File: config.mk
export PLATFORM = sky130hd
export DESIGN_NAME = riscv_wb_arbiter
export DESIGN_NICKNAME = d
export VERILOG_FILES = /design/src/rtl/riscv_wb_arbiter.sv
export SDC_FILE = /design/constraint.sdc
export NUM_CORES = 1
export LEC_CHECK = 0
export CAP_MARGIN = 20
export CORE_ASPECT_RATIO = 1.5
export CORE_MARGIN = 3
export CORE_UTILIZATION = 34
export CTS_CLUSTER_DIAMETER = 40
export DETAILED_ROUTE_END_ITERATION = 6
export GPL_ROUTABILITY_DRIVEN = 0
export GPL_TIMING_DRIVEN = 0
export PLACE_DENSITY_LB_ADDON = 0.15
export SKIP_LAST_GASP = 1
export SLEW_MARGIN = 0
export SYNTH_ARGS = -nofsm -noshare
export SYNTH_HDL_FRONTEND = slang
export SYNTH_SLANG_ARGS = --single-unit
File: constraint.sdc
create_clock -name clk -period 1.85 [get_ports clk]
set_input_delay 0.4625 -clock clk [delete_from_list [all_inputs] [get_ports clk]]
set_output_delay 0.4625 -clock clk [all_outputs]
set_load 0.03 [all_outputs]
File: src/rtl/riscv_wb_arbiter.sv
// Register-file write-port arbiter: pipeline writeback (port 0) always wins, secondary
// producers share idle cycles round-robin, and a starvation counter requests a bubble.
module riscv_wb_arbiter #(
    parameter int XLEN         = 32,
    parameter int NUM_SEC      = 2,
    parameter int STARVE_LIMIT = 8
) (
    input  logic                    clk,
    input  logic                    rst_n,
    input  logic                    p0_valid,
    input  logic [4:0]              p0_rd,
    input  logic [XLEN-1:0]         p0_data,
    input  logic [NUM_SEC-1:0]      sec_valid,
    input  logic [5*NUM_SEC-1:0]    sec_rd,
    input  logic [XLEN*NUM_SEC-1:0] sec_data,
    output logic [NUM_SEC-1:0]      sec_ready,
    output logic                    stall_req,
    output logic                    rf_we,
    output logic [4:0]              rf_waddr,
    output logic [XLEN-1:0]         rf_wdata
);

    localparam int PW = (NUM_SEC > 1) ? $clog2(NUM_SEC) : 1;
    localparam int CW = $clog2(STARVE_LIMIT + 1);

    logic [PW-1:0]      r_rr_ptr;
    logic [CW-1:0]      r_wait_cnt;
    logic               r_rf_we;
    logic [4:0]         r_rf_waddr;
    logic [XLEN-1:0]    r_rf_wdata;

    logic               w_found;
    logic [NUM_SEC-1:0] w_grant;
    logic [PW-1:0]      w_next_ptr;
    logic [4:0]         w_sec_rd;
    logic [XLEN-1:0]    w_sec_data;

    // Pass 0 scans rr_ptr..NUM_SEC-1, pass 1 wraps to the lowest valid index.
    always_comb begin
        w_found    = 1'b0;
        w_grant    = '0;
        w_next_ptr = r_rr_ptr;
        w_sec_rd   = '0;
        w_sec_data = '0;
        if (rst_n && !p0_valid) begin
            for (int p = 0; p < 2; p++) begin
                for (int i = 0; i < NUM_SEC; i++) begin
                    if (!w_found && sec_valid[i] && (p == 1 || i >= int'(r_rr_ptr))) begin
                        w_found    = 1'b1;
                        w_grant[i] = 1'b1;
                        w_sec_rd   = sec_rd[5*i +: 5];
                        w_sec_data = sec_data[XLEN*i +: XLEN];
                        w_next_ptr = (i == NUM_SEC - 1) ? '0 : PW'(i + 1);
                    end
                end
            end
        end
    end

    always_ff @(posedge clk or negedge rst_n) begin
        if (!rst_n) begin
            r_rf_we    <= 1'b0;
            r_rr_ptr   <= '0;
            r_wait_cnt <= '0;
        end else begin
            if (p0_valid) begin
                r_rf_we <= (p0_rd != 5'd0);
            end else if (w_found) begin
                r_rf_we <= (w_sec_rd != 5'd0);
            end else begin
                r_rf_we <= 1'b0;
            end

            if (w_found) begin
                r_rr_ptr <= w_next_ptr;
            end

            if (|sec_valid && !w_found) begin
                if (r_wait_cnt != CW'(STARVE_LIMIT)) begin
                    r_wait_cnt <= r_wait_cnt + 1'b1;
                end
            end else begin
                r_wait_cnt <= '0;
            end
        end
    end

    // Address/data are don't-care while rf_we is low, so they carry no reset.
    always_ff @(posedge clk) begin
        if (p0_valid) begin
            r_rf_waddr <= p0_rd;
            r_rf_wdata <= p0_data;
        end else if (w_found) begin
            r_rf_waddr <= w_sec_rd;
            r_rf_wdata <= w_sec_data;
        end
    end

    assign sec_ready = w_grant;
    assign stall_req = (r_wait_cnt == CW'(STARVE_LIMIT));
    assign rf_we     = r_rf_we;
    assign rf_waddr  = r_rf_waddr;
    assign rf_wdata  = r_rf_wdata;

    a_no_p0_during_stall: assert property (@(posedge clk) disable iff (!rst_n)
        stall_req |-> !p0_valid);
    a_ready_onehot: assert property (@(posedge clk) disable iff (!rst_n)
        $onehot0(sec_ready));

endmodule

==> impl_metrics.tcl <==
set metrics [dict create \
    yosys-top-cells-area "edfxtp_1 (54%), a222oi_1 (18%), dfrtp_1 (7.3%)" \
    dpl_cell_area_sq_um 3710 \
    die_area_sq_um 7010 \
    max_cap_violations 0 \
    finalPower_w 0.00266 \
    grt_pass1_wl_um 10300 \
    startpoint "sec_valid[0]" \
    synth_top_cell_by_area "edfxtp_1" \
    drc_errors 0 \
    netlist_instances 161 \
    avgSynthCellArea_sq_um 12.7 \
    crit_type "in2out" \
    cp_max_fo 10 \
    final_common_cell "clkdlybuf4s50_1" \
    rows 34 \
    drive_gt1_share_pct 9.67 \
    slowest_delay_ns 0.28 \
    hold_violations 0 \
    die_h_um 101 \
    syn_nets 279 \
    grt_util_all_layers_pct 18.6 \
    worst_setup_path_end_kind "primary output" \
    synth_top_area_share_pct 54.2 \
    area_delta_synth_final_pct 89.3 \
    io_buffers 156 \
    die_x_um 69.4 \
    setup_viol 0 \
    drv_slew 0 \
    crit_arrival_ns 1.32 \
    pwr_density_cell_nw_per_um2 685 \
    drt_iter0_markers 143 \
    fin_skew_ns 0.00625 \
    grt_pass1_vias 2023 \
    cp_cell_sequence "dlygate4sd2_1, nand2b_1, and3_4, buf_6, buf_6" \
    fmax_mhz 560 \
    hold_path_class "reg2reg" \
    insertion_delay_ns 0.29 \
    r2r-start "r_rr_ptr" \
    netlist_area_sq_um 2050 \
    clk_path_buf_depth 2 \
    cp.depth 5 \
    ir_drop_mv 0.414 \
    cpLargestDelayFamily "buffers and inverters" \
    core_sq_um 5830 \
    period_minus_slack_ns 1.78 \
    worst_r2r_endpoint "rf_wdata[24]" \
    clock_sinks 43 \
    ys_seq_elements 43 \
    wl_um 6720 \
    cts_tree "built" \
    crit_end "sec_ready[1]" \
    final_nets 448 \
    p_leak_nw 1.63 \
    postRouteAntennaNets 0 \
    via_count 2102 \
    viasPerCell 5.22 \
    synth_warnings 0 \
    fillCellCount 488 \
    ff2ff_setup_slack_ns 0.22 \
    path_clk_slew_ns 0.07 \
    status "finished, final reports clean" \
    cp.required_ns 1.39 \
    antenna_found_initial 0 \
    dpl.hpwl_um 5020 \
    grt_overflow 0 \
    tightest_slew_ns 0.717 \
    timing.critical_path.buf_inv 3 \
    post-route-util_pct 66.6 \
    timing.final.crit_share_pct 96.5 \
    drt-pass1-iter-count 6 \
    startpoint_type "primary input" \
    start_util_pct 35.2 \
    critPathSlowestCell "dlygate4sd2_1" \
    r2r_cells 6 \
    io_pins 157 \
    ys_types 26 \
    grt_max_degree 20 \
    wire_per_inst_um 16.7 \
    antenna_cells 0 \
    final_cell_mix "clkdlybuf4s50_1 (149), inv_1 (38), edfxtp_1 (37), a222oi_1 (36), buf_6 (8)" \
    rsz0062_at_grt "true" \
    relSlewSlack_pct 51.7 \
    seq_area_frac_synth_pct 61.5 \
    cts_buffers 5 \
    cts_root_buf "clkbuf_8" \
    crit_top_cell "buf_6" \
    postLayoutCellArea_sq_um 3880 \
    cts.htree.levels 2 \
]
-- area by class of cell --
cell class,count,area (sq um),area share (%)
Buffer,12,91.3,2.35
Clock buffer,7,86.3,2.23
Clock inverter,1,5.00,0.129
Inverter,38,143,3.68
Multi-Input combinational cell,69,611,15.7
Sequential cell,43,1260,32.5
Tap cell,72,90.1,2.32
Timing Repair Buffer,161,1590,41.1
-- layer usage --
layer | up-vias | track usage, % | part of all wire, %
met5 | - | 0 | 0
met4 | 0 | 5.11 | 1.2
met3 | 8 | 5.39 | 7.7
met2 | 105 | 34.0 | 53
met1 | 1012 | 21.0 | 38
li1 | 977 | - | -
-- cells by family (layout without fill, tap and decap cells) --
group,after synthesis,in the layout,synth area share (%)
buffers and inverters,50,219,10.7
muxes,1,1,0.488
adders and majority gates,2,2,1.22
and+or+nand+nor,19,20,5.07
AOI/OAI and AO/OA,43,43,19.7
DFF,43,43,61.5
xor gates and xnor gates,3,3,1.28
-- how the worst min path moves through the flow --
stage	startpoint	endpoint	slack, ns	depth (start not counted)
final	r_rr_ptr	r_rr_ptr	0.52	1
after global routing	r_rr_ptr	r_rr_ptr	0.57	1
after global placement	r_rr_ptr	r_rr_ptr	0.49	1
after floorplan	rst_n	r_rr_ptr	0.17	0
after CTS	r_rr_ptr	r_rr_ptr	0.52	1
after detailed placement	r_rr_ptr	r_rr_ptr	0.51	1
-- what timing repair did --
item / CTS / global route
gates resized for setup: 41 / 2
setup buffers: 1 / 3
setup endpoints to repair: 78 / 3
gates cloned: 1 / 0
hold buffers: 1 / 0
pin swaps: 0 / 1
hold endpoints to repair: 6 / 0
-- flip-flops by register name, summed over array words and instances (netlist names) --
register and flops:
r_rr_ptr 1, rf_wdata 32, rf_waddr 5, r_wait_cnt 4, rf_we 1
-- worst reg2reg max path, stage by stage, from the launching register on --
cell and delay [ns]:
dfrtp_1 0.41, nand2b_1 0.15, and3_4 0.19, buf_4 0.18
buf_6 0.15, a222oi_1 0.25, inv_1 0.07
-- cell usage after synthesis (all sizes together) --
cell     n
a21oi    1
a222oi  36
a22oi    2
a31oi    1
and3     2
buf      8
clkbuf   4
dfrtp    6
edfxtp  37
ha       2
inv     38
mux2i    1
nand2    4
nand2b   2
nand3    2
nor2     4
nor2b    1
nor3     1
o21ai    2
o21bai   1
or4      3
xnor2    2
xor2     1
-- through the flow --
stage               instances  worst slack (ns)  hold WS [ns]  setup TNS, ns
CTS                       400           0.00422         0.516              0
global route              403           -0.0284         0.565        -0.0308
detailed placement        389             -1.27         0.506         -56.96
finish                    403            0.0654         0.518              0
global placement          389             -1.24         0.485         -54.96
floorplan                 161            0.0969         0.167              0
-- where the power goes --
part	internal, W	leakage, nW	total [W]	switching (W)
Clock	0.000301	0.0482	0.000607	0.000306
Sequential	0.00117	0.464	0.00121	0.0000397
Combinational	0.000454	1.12	0.000839	0.000385
Note: power is estimated with default switching activity, not from simulation.
==> RTL change 1: new RTL, same flow settings <==
Set the parameter `NUM_SEC` to 4 (it was 2).
--- a/src/rtl/riscv_wb_arbiter.sv
+++ b/src/rtl/riscv_wb_arbiter.sv
@@ -2,7 +2,7 @@
 // producers share idle cycles round-robin, and a starvation counter requests a bubble.
 module riscv_wb_arbiter #(
     parameter int XLEN         = 32,
-    parameter int NUM_SEC      = 2,
+    parameter int NUM_SEC      = 4,
     parameter int STARVE_LIMIT = 8
 ) (
     input  logic                    clk,
Interface: changed (resized sec_data, sec_rd, sec_ready and sec_valid); port bits go from 157 to 235. The function was not compared with the original's and may differ.
==> RTL change 1 against the original RTL <==
  * Wire length grew to 3.1 times the old value
  * Synthesized area grew 87%
  * Cell area grew 100%
  * Critical endpoint is now sec_ready[2]
  * Fmax shrank 21%
  * Sequential cell count grew 1
  * First-iteration DRC count grew to 2.6 times the old value
  * Die area grew 80%
  * The run now ends with negative setup slack left
  * Largest power group is now combinational cells
  * Total power grew 130%
  * Setup slack lost 0.49 ns
  * Clock skew is essentially flat
  * Highest routed layer unchanged
==> RTL change 1: results (changes against the original RTL) <==
The biggest fanout along the worst timing path was 3 (-7). The highest ir drop seen on vdd is 0.442 mV (+6.7%). The global-route wire length before repair was 30600 µm (+200%). The post-placement cell area came to 6440 µm² (+74%). The first-pass iteration count of the detailed router came out at 7 (+1).

The root buffer cell is sky130_fd_sc_hd__clkbuf_16. The critical path data arrival time is 1.81 ns (+0.49 ns). The total routed wire length on the met1 layer was 6970 µm (+180%). The total of buffers placed on input and output ports came out at 232 (+49%). The global router's overall resource usage came out at 30.7% (+12 points). The sum of net half-perimeters after detailed placement is 13500 µm (+170%). The final wirelength is 21000 µm (+210%).

The total power density per cell area is 760 nW/µm² (+11%). The portion of the post-synthesis area used by sequential elements was 33.5% (-28 points). The worst clock skew is 0.00578 ns (-0.000473 ns). The worst stage delay on the critical path was 0.44 ns (+0.16 ns). The worst register-to-register path ends at rf_wdata[9]. By area the synthesized netlist is led by sky130_fd_sc_hd__edfxtp_1 29%, sky130_fd_sc_hd__a21oi_1 8.7%, sky130_fd_sc_hd__a221oi_1 7.3%. The path class of the tightest hold or removal check is primary input to asynchronous set/reset pin. The worst setup path is of the flop to output port kind.

The met2 track demand over resource in global routing is 54.6% (+21 points). The routed length on met3 is 2060 µm (+300%). The number of vias after detailed routing came to 5860 (+180%). The global-route track usage on met3 was 6.48% (+1.1 points). The ratio of cells with drive above 1 in the final layout came to 28.2% (+19 points).

The cell family contributing the most delay on the critical path is simple AND/OR/NAND/NOR gates. The met1 track demand over resource in global routing is 34.4% (+13 points). The critical path endpoint is sec_ready[2].

The post-layout worst setup margin is -0.420 ns (-0.486 ns). The violation count after the first detailed-route iteration came out at 369 (+160%). The number of nets in the synthesized netlist is 695 (+150%). Sorting the synthesized cells by how often they occur yields 67 x sky130_fd_sc_hd__a21oi_1, 48 x sky130_fd_sc_hd__nand2_1, 42 x sky130_fd_sc_hd__nor2_1. The checks that failed: negative setup slack. The final setup violation count came to 43 (+43). The number of cells on the worst reg-to-reg path was 10 (+4). The reg-to-reg setup timing slack was -0.34 ns (-0.56 ns). The flow ran to the end, but the final reports show violations. The layout net count is 983 (+120%). The relative slew slack was 55.9% (+4.1 points).
[RTL change 1: worst min-delay path by stage]
stage                  startpoint       endpoint  slack [ns]  cells after the start
floorplan                   rst_n    r_rr_ptr[0]        0.17                      0
global placement    r_wait_cnt[3]  r_wait_cnt[3]        0.52                      2
detailed placement  r_wait_cnt[3]  r_wait_cnt[3]        0.55                      2
CTS                         rst_n          rf_we        0.11                      1
global route                rst_n          rf_we        0.02                      1
finish                      rst_n          rf_we        0.02                      1
[RTL change 1: report_power, final]
group,switching (µW),internal [µW],total [µW]
registers,86.8,1260,1350
clock network,409,577,986
logic,1880,1770,3650
[RTL change 1: kinds of logic after synthesis]
logic type               Yosys count  synth area share, %
AO/OA/AOI/OAI                    235                 37.8
AND/OR/NAND/NOR                  167                 20.8
buffers and inverters             49                 6.29
flip-flops                        44                 33.5
XOR/XNOR                           3                0.685
adder cells (fa/ha/maj)            2                0.652
multiplexers                       1                0.261
[RTL change 1: area by class of cell]
type	count	area, µm²
inverter	4	27.5
clock buffer	8	156
tap	144	180
timing repair buffer	283	2830
fill	821	2940
buffer	42	368
multi-input combinational	409	3030
sequential	44	1290
[RTL change 1: timing repair]
action	CTS	global route
pin swaps	37	21
cloned	4	1
setup endpoints to repair	86	81
gates resized for setup	188	115
setup buffers	35	15
[RTL change 1: per-stage QoR]
| step | hold WS, ns | instances | TNS [ns] | worst slack [ns] |
|---|---|---|---|---|
| 6_report | 0.0181 | 934 | -9.70 | -0.420 |
| 3_5_place_dp | 0.545 | 877 | -85.07 | -1.56 |
| 3_3_place_gp | 0.522 | 877 | -82.08 | -1.53 |
| 2_1_floorplan | 0.167 | 501 | -0.399 | -0.150 |
| 4_1_cts | 0.114 | 921 | -8.12 | -0.399 |
| 5_1_grt | 0.0212 | 934 | -12.70 | -0.448 |
==> RTL change 2: new RTL, same settings <==
Made on the original files. Make the reset (`rst_n`) synchronous in one clocked block.
--- a/src/rtl/riscv_wb_arbiter.sv
+++ b/src/rtl/riscv_wb_arbiter.sv
@@ -57,7 +57,7 @@
         end
     end
 
-    always_ff @(posedge clk or negedge rst_n) begin
+    always_ff @(posedge clk) begin
         if (!rst_n) begin
             r_rf_we    <= 1'b0;
             r_rr_ptr   <= '0;
Check against the original RTL: differs if rst_n is asserted again (counterexample within 4 cycles, from zero or initial values and one cycle with rst_n low); with rst_n held inactive, the same outputs for 10 cycles.
==> RTL change 2 against the original RTL <==
  * The run now ends with design-rule violations left
  * Total power shrank 6.5%
  * Utilization decreased by 1.3 points
  * Register-to-register slack improved by 0.05 ns
  * Synthesized area rose by 1.0%
  * Combinational power shrank 10%
  * Wire length grew 4.5%
  * Cell area fell by 1.3%
  * Synthesized cell count up 3.1%
  * Sequential cell count is the same
  * Setup slack improved by 0.0067 ns
  * Global-route usage increased by 0.72 points
  * Clock power fell by 6.9%
  * Largest cell class unchanged
==> RTL change 2: results (changes against the original RTL) <==
The first-pass iteration count of the detailed router is 7 (+1). The global router's overall resource usage is 19.3% (+0.72 points). The path with the worst hold slack has its endpoint at r_wait_cnt[1]. By count the netlist is led by 40 x sky130_fd_sc_hd__inv_1, 37 x sky130_fd_sc_hd__a222oi_1, 37 x sky130_fd_sc_hd__edfxtp_1. The sequential share of power came out at 47.1% (+1.5 points). The number of buffers other than clock buffers in the final layout came out at 172 (-0.58%). The number of filler cells placed in the layout came to 495 (+1.4%). By area the synthesized netlist is led by sky130_fd_sc_hd__edfxtp_1 54%, sky130_fd_sc_hd__a222oi_1 18%, sky130_fd_sc_hd__inv_1 7.3%.

The post-placement cell area is 3710 µm² (+0.17%). The residual DRC count came out at 1 (+1). The global-route track usage on met3 came out at 6.36% (+0.97 points). The checks that failed: design-rule violations. The number of vias after detailed routing is 2105 (+0.14%). The number of clock-tree buffers in the layout is 5 (-2). The number of nets in the synthesized netlist is 284 (+1.8%). The total of buffers placed on input and output ports is 155 (-0.64%). The layout buffering overhead excluding clock cells came to 43.4% (about the same). The sequential cell count is 43 (unchanged). The run finished, with violations left. The global-route wire length before repair came out at 10600 µm (+3.2%).

The capturing point of the worst reg2reg path is rf_wdata[21]. The post-CTS setup buffer count came out at 4 (+3). The highest ir drop seen on vdd is 0.406 mV (-1.9%).

The average detailed-routed wire length per instance was 17.4 µm (+4.3%). The biggest fanout along the worst timing path is 5 (-5). The layout net count came out at 450 (+0.45%).

The final-layout clock-cell area share was 2.03% (-0.33 points). The average size of a mapped cell came out at 12.5 µm² (-2.0%).
## RTL change 2: cell types whose count changed in the layout (fill, tap and decap cells not counted), moves of 2 or more
cell                       before  now
sky130_fd_sc_hd__o21ai_0        2    5
sky130_fd_sc_hd__buf_4          5    8
sky130_fd_sc_hd__a22oi_1        2    0
sky130_fd_sc_hd__dfrtp_1        6    0
sky130_fd_sc_hd__and3_4         2    0
sky130_fd_sc_hd__buf_6          8    5
sky130_fd_sc_hd__clkbuf_2       3    1
sky130_fd_sc_hd__dfxtp_1        0    6
## RTL change 2: logic make-up (layout without fill, tap and decap cells)
group                      count (synthesis)  count (layout)  share of synthesized area [%]
buffers and inverters                     53             219                           11.4
AOI/OAI and AO/OA                         47              47                           20.7
DFF                                       43              43                           59.5
and+or+nand+nor                           18              18                           5.92
adders and majority gates                  2               2                           1.21
xor gates and xnor gates                   2               2                          0.846
muxes                                      1               1                          0.544
